[src/rtl/add_window_accum_pkg.sv]
// Shared types and helpers for the windowed operand-pair accumulator.
package add_window_accum_pkg;

  typedef enum logic {
    ACCUM = 1'b0,
    HOLD  = 1'b1
  } state_t;

  localparam int OP_W  = 4;
  localparam int SUM_W = OP_W + 1;

  // Unsigned add that clamps at 2^w-1 instead of wrapping (w <= 32).
  function automatic logic [31:0] sat_add(input logic [31:0] x,
                                          input logic [31:0] y,
                                          input int          w);
    logic [32:0] s;
    logic [32:0] lim;
    s   = {1'b0, x} + {1'b0, y};
    lim = (33'd1 << w) - 33'd1;
    return (s > lim) ? lim[31:0] : s[31:0];
  endfunction

endpackage

[src/rtl/add_window_accum.sv]
// Registers per-pair sums a+b and totals WIN of them into one saturated
// window result, presented on a valid/ready port with backpressure.
module add_window_accum #(
  parameter int OP_W  = 4,
  parameter int WIN   = 4,
  parameter int ACC_W = 8
) (
  input  logic             clk,
  input  logic             rst_n,
  input  logic             clear,
  input  logic             in_valid,
  output logic             in_ready,
  input  logic [OP_W-1:0]  a,
  input  logic [OP_W-1:0]  b,
  output logic [OP_W:0]    y,
  output logic             y_valid,
  output logic [3:0]       win_cnt,
  output logic             out_valid,
  input  logic             out_ready,
  output logic [ACC_W-1:0] out_sum,
  output logic             out_ovf
);
  import add_window_accum_pkg::*;

  localparam int         AW   = ACC_W + 1;
  localparam logic [3:0] LAST = 4'(WIN - 1);

  state_t          state;
  state_t          state_nx;
  logic [AW-1:0]   acc;
  logic [AW-1:0]   acc_sum;
  logic [OP_W:0]   y_new;
  logic            accept;
  logic            closing;

  // The extra accumulator bit doubles as the overflow flag for the output.
  function automatic logic [ACC_W-1:0] clip_out(input logic [AW-1:0] v);
    return v[AW-1] ? {ACC_W{1'b1}} : v[ACC_W-1:0];
  endfunction

  assign y_new   = {1'b0, a} + {1'b0, b};
  assign accept  = in_valid && (state == ACCUM) && !clear;
  assign closing = accept && (win_cnt == LAST);
  assign acc_sum = AW'(sat_add(32'(acc), 32'(y_new), AW));

  always_comb begin
    state_nx  = state;
    in_ready  = 1'b0;
    out_valid = 1'b0;
    case (state)
      ACCUM: begin
        in_ready = 1'b1;
        if (closing) state_nx = HOLD;
      end
      HOLD: begin
        out_valid = 1'b1;
        if (clear || out_ready) state_nx = ACCUM;
      end
      default: state_nx = ACCUM;
    endcase
  end

  always_ff @(posedge clk or negedge rst_n) begin
    if (!rst_n) begin
      state   <= ACCUM;
      y       <= '0;
      y_valid <= 1'b0;
      win_cnt <= '0;
      out_sum <= '0;
      out_ovf <= 1'b0;
      acc     <= '0;
    end else begin
      state   <= state_nx;
      y_valid <= accept;
      if (accept) y <= y_new;
      // clear wins over everything; out_sum/out_ovf keep their last values
      if (clear) begin
        acc     <= '0;
        win_cnt <= '0;
      end else if (closing) begin
        out_sum <= clip_out(acc_sum);
        out_ovf <= acc_sum[AW-1];
        acc     <= '0;
        win_cnt <= '0;
      end else if (accept) begin
        acc     <= acc_sum;
        win_cnt <= win_cnt + 4'd1;
      end
    end
  end

endmodule

[config.mk]
export PLATFORM = sky130hd
export DESIGN_NAME = add_window_accum
export DESIGN_NICKNAME = d
export VERILOG_FILES = /design/src/rtl/add_window_accum_pkg.sv /design/src/rtl/add_window_accum.sv
export SDC_FILE = /design/constraint.sdc
export NUM_CORES = 1
export LEC_CHECK = 0
export ABC_AREA = 1
export CORE_MARGIN = 2
export CORE_UTILIZATION = 30
export DETAILED_ROUTE_END_ITERATION = 8
export PLACE_DENSITY_LB_ADDON = 0.08
export SYNTH_ARGS = -nofsm -noshare
export SYNTH_HDL_FRONTEND = slang
export SYNTH_SLANG_ARGS = --single-unit
[constraint.sdc]
create_clock -name clk -period 2 [get_ports clk]
set_clock_uncertainty 0.2 [all_clocks]
set_input_delay 0.2 -clock clk [delete_from_list [all_inputs] [get_ports clk]]
set_output_delay 0.2 -clock clk [all_outputs]
set_load 0.005 [all_outputs]
==> run metrics <==
status=finished, violations left; violated checks=negative setup slack; final worst slack=-0.156 ns; antenna diode count=0; Crit. End Element=register; post-synthesis cell count=232; Critical Path RT=1.98 ns; placed cells=358; fmax=0.464 GHz; setup TNS=-1.77 ns; Netlist cell types=25; die area=6580 um^2; RSZ-0062 raised after global routing=true; CTS tree=yes; num ports=34; first-pass GRT wire length=8.05 mm; initial antenna violation count=0; Synth async-reset ratio=100%; Pint=0.00185 W; clock share of power=22.7%; ys flop type=dfrtp_1; core area=5850 um^2; GRT Residual Overflow=0; flip-flop and latch count after synthesis=29; CTS sink count=29; crit-path max FO=5; switching part of the total power=33.5%; combinational share of power=47.7%; fin crit share=108%; r2r setup slk=-0.04 ns; final hold vios=0; Max Cap Viol=0; crit path DAT=2.14 ns; Startpoint Class=input pin; Initial Util=30.5%; clock period minus worst slack=2.16 ns; syn_nets=257; Hold WC Path Type=in -> reg; Setup CP Type=in -> reg; largest net degree at the start of global routing=30; leakage power total=1.38 nW; vias after detailed routing=1677; post-DP HPWL=3.40 mm; gp weighted congestion=0.774; I/O Buffers=33; Final #Nets=323; Cell Count, Final, Fillers Out=374; vias per cell=4.48; Cell Pwr Density=962 nW/um^2; reg2reg start=acc[0]; final routed DRC violation total=0; Slew Limit Fails=0; Slew Limit Headroom=74.4%; sequential share of power=29.6%; WHS Endpoint=y[0]; Worst Hold Launch=a[0]; H-Tree Depth=2; worst skew pair latency=0.28 ns; wirelength, routed=4.80 mm; hold path depth=4; post-layout util=49.5%; DR WL/cell=12.8 um; vias in the first global route=1716; Post-Syn Area=1790 um^2; FP Rows=28; post-layout power=0.00279 W; capture point of the worst reg-to-reg path=out_sum[0]; total track usage=16.1%; Num CTS Buffers=5; maximum vdd drop=493 uV; ratio of cells with drive above 1 in the final layout=41.5%; Die Height=81.1 um; area grow syn2layout=62.3%; worst hold slack=0.0496 ns; Post-synth EDFFs=0; register area share after synthesis=40.6%; Worst Reg2Reg Path Length in Cells=13; # setup viols final=16; CTS root buf=clkbuf_8; Worst-path clk slew=0.06 ns; Syn Area/Cell=7.70 um^2; Clock Tree Buf Depth=2; sw power=0.000933 W; Die Wd=81.1 um; total of warnings raised by yosys=0; drt pass-1 iters=4; Slew @ Worst Pin=0.385 ns; Initial DRC Count=53; post-route ant nets=0
[what timing repair did]
| item | CTS | global route |
|---|---|---|
| pin swaps | 29 | 25 |
| buffers inserted | 5 | 2 |
| resized for setup | 82 | 31 |
| setup endpoints to repair | 18 | 18 |
| hold buffers | 0 | 0 |
| cloned | 1 | 0 |
| hold endpoints to repair | 0 | 0 |
[logic make-up (layout without fill, tap and decap cells)]
family,after synthesis,after routing,synth area share (%)
and+or+nand+nor,134,135,34.5
buffers and inverters,34,100,7.57
DFF,29,29,40.6
AOI/OAI and AO/OA,18,18,5.61
adders and majority gates,12,12,9.25
xor gates and xnor gates,5,5,2.45
[power by group through the flow]
stage / clock (W) / combinational [W] / sequential, W
2_1_floorplan: 0 / 0.000491 / 0.000828
3_3_place_gp: 0 / 0.00100 / 0.000834
3_5_place_dp: 0 / 0.000994 / 0.000834
4_1_cts: 0.000657 / 0.00119 / 0.000829
5_1_grt: 0.000669 / 0.00147 / 0.000845
6_report: 0.000632 / 0.00133 / 0.000825
[critical path, stage by stage]
cell     delay (ns)
buf_6          0.10
ha_4           0.15
fa_2           0.55
inv_2          0.05
fa_2           0.34
inv_2          0.07
nand2_2        0.06
nand2_4        0.07
nand3_4        0.08
nand2_2        0.09
nand2_4        0.07
nand2_4        0.10
nand3_1        0.09
nand2_1        0.08
inv_1          0.03
[cell usage after synthesis, types with 2 or more instances]
| cell type | n | area (um^2) |
|---|---|---|
| or2_1 | 2 | 12.5 |
| fa_1 | 2 | 40.0 |
| nand3_1 | 27 | 135 |
| xor2_1 | 3 | 26.3 |
| nor2_2 | 2 | 12.5 |
| nand2_2 | 6 | 37.5 |
| nand2_4 | 2 | 22.5 |
| inv_1 | 28 | 105 |
| a21oi_1 | 3 | 15.0 |
| xnor2_1 | 2 | 17.5 |
| dfrtp_1 | 29 | 726 |
| nor2_1 | 19 | 71.3 |
| nand4_1 | 2 | 12.5 |
| o21ai_0 | 9 | 45.0 |
| o22ai_1 | 3 | 18.8 |
| or2_2 | 4 | 25.0 |
| nand2_1 | 68 | 255 |
| ha_1 | 10 | 125 |
| inv_2 | 5 | 18.8 |
[worst max-delay path by stage]
stage               start         end
floorplan            a[0]  out_sum[3]
global route         b[0]  out_sum[3]
detailed placement   a[0]  out_sum[3]
finish               b[0]  out_sum[0]
global placement     a[0]  out_sum[3]
CTS                  b[0]  out_sum[7]
[through the flow]
step	setup WS (ns)	instance area (um^2)
after CTS	-0.162	2740
after global routing	-0.284	2900
after global placement	-0.976	2380
after floorplan	-0.248	1830
after detailed placement	-0.964	2380
final	-0.156	2900
[metal layers]
layer	up-vias	GRT usage (%)	wire (um)
li1	868	-	-
met1	780	21.8	2330
met2	23	25.9	2290
met3	6	3.11	122
met4	0	5.08	69
met5	-	0	0
[placed cells by master, fill, tap and decap left out, drive strengths merged, types with 2 or more instances in the layout]
cell / count
o22ai: 3
o21ai: 9
clkbuf: 7
xnor2: 2
nor2: 23
nand2: 77
dfrtp: 29
or2: 6
dlygate4sd2: 2
nand4: 2
ha: 10
inv: 33
a21oi: 3
fa: 2
clkdlybuf4s50: 25
xor2: 3
nand3: 27
buf: 32
[flip-flops by register name (all words and copies together) (netlist names)]
register  flops
acc           9
y             5
win_cnt       4
out_sum       8
state         1
out_ovf       1
y_valid       1
[cell type report]
class | count | area (um^2)
clock buffers | 7 | 86.3
flip-flops and latches | 29 | 726
well taps | 75 | 93.8
fillers | 570 | 2950
inverters | 33 | 131
clock inverters | 1 | 30.0
repair buffers | 59 | 509
multi-input cells | 170 | 1320
Note: power is estimated with default switching activity, not from simulation.
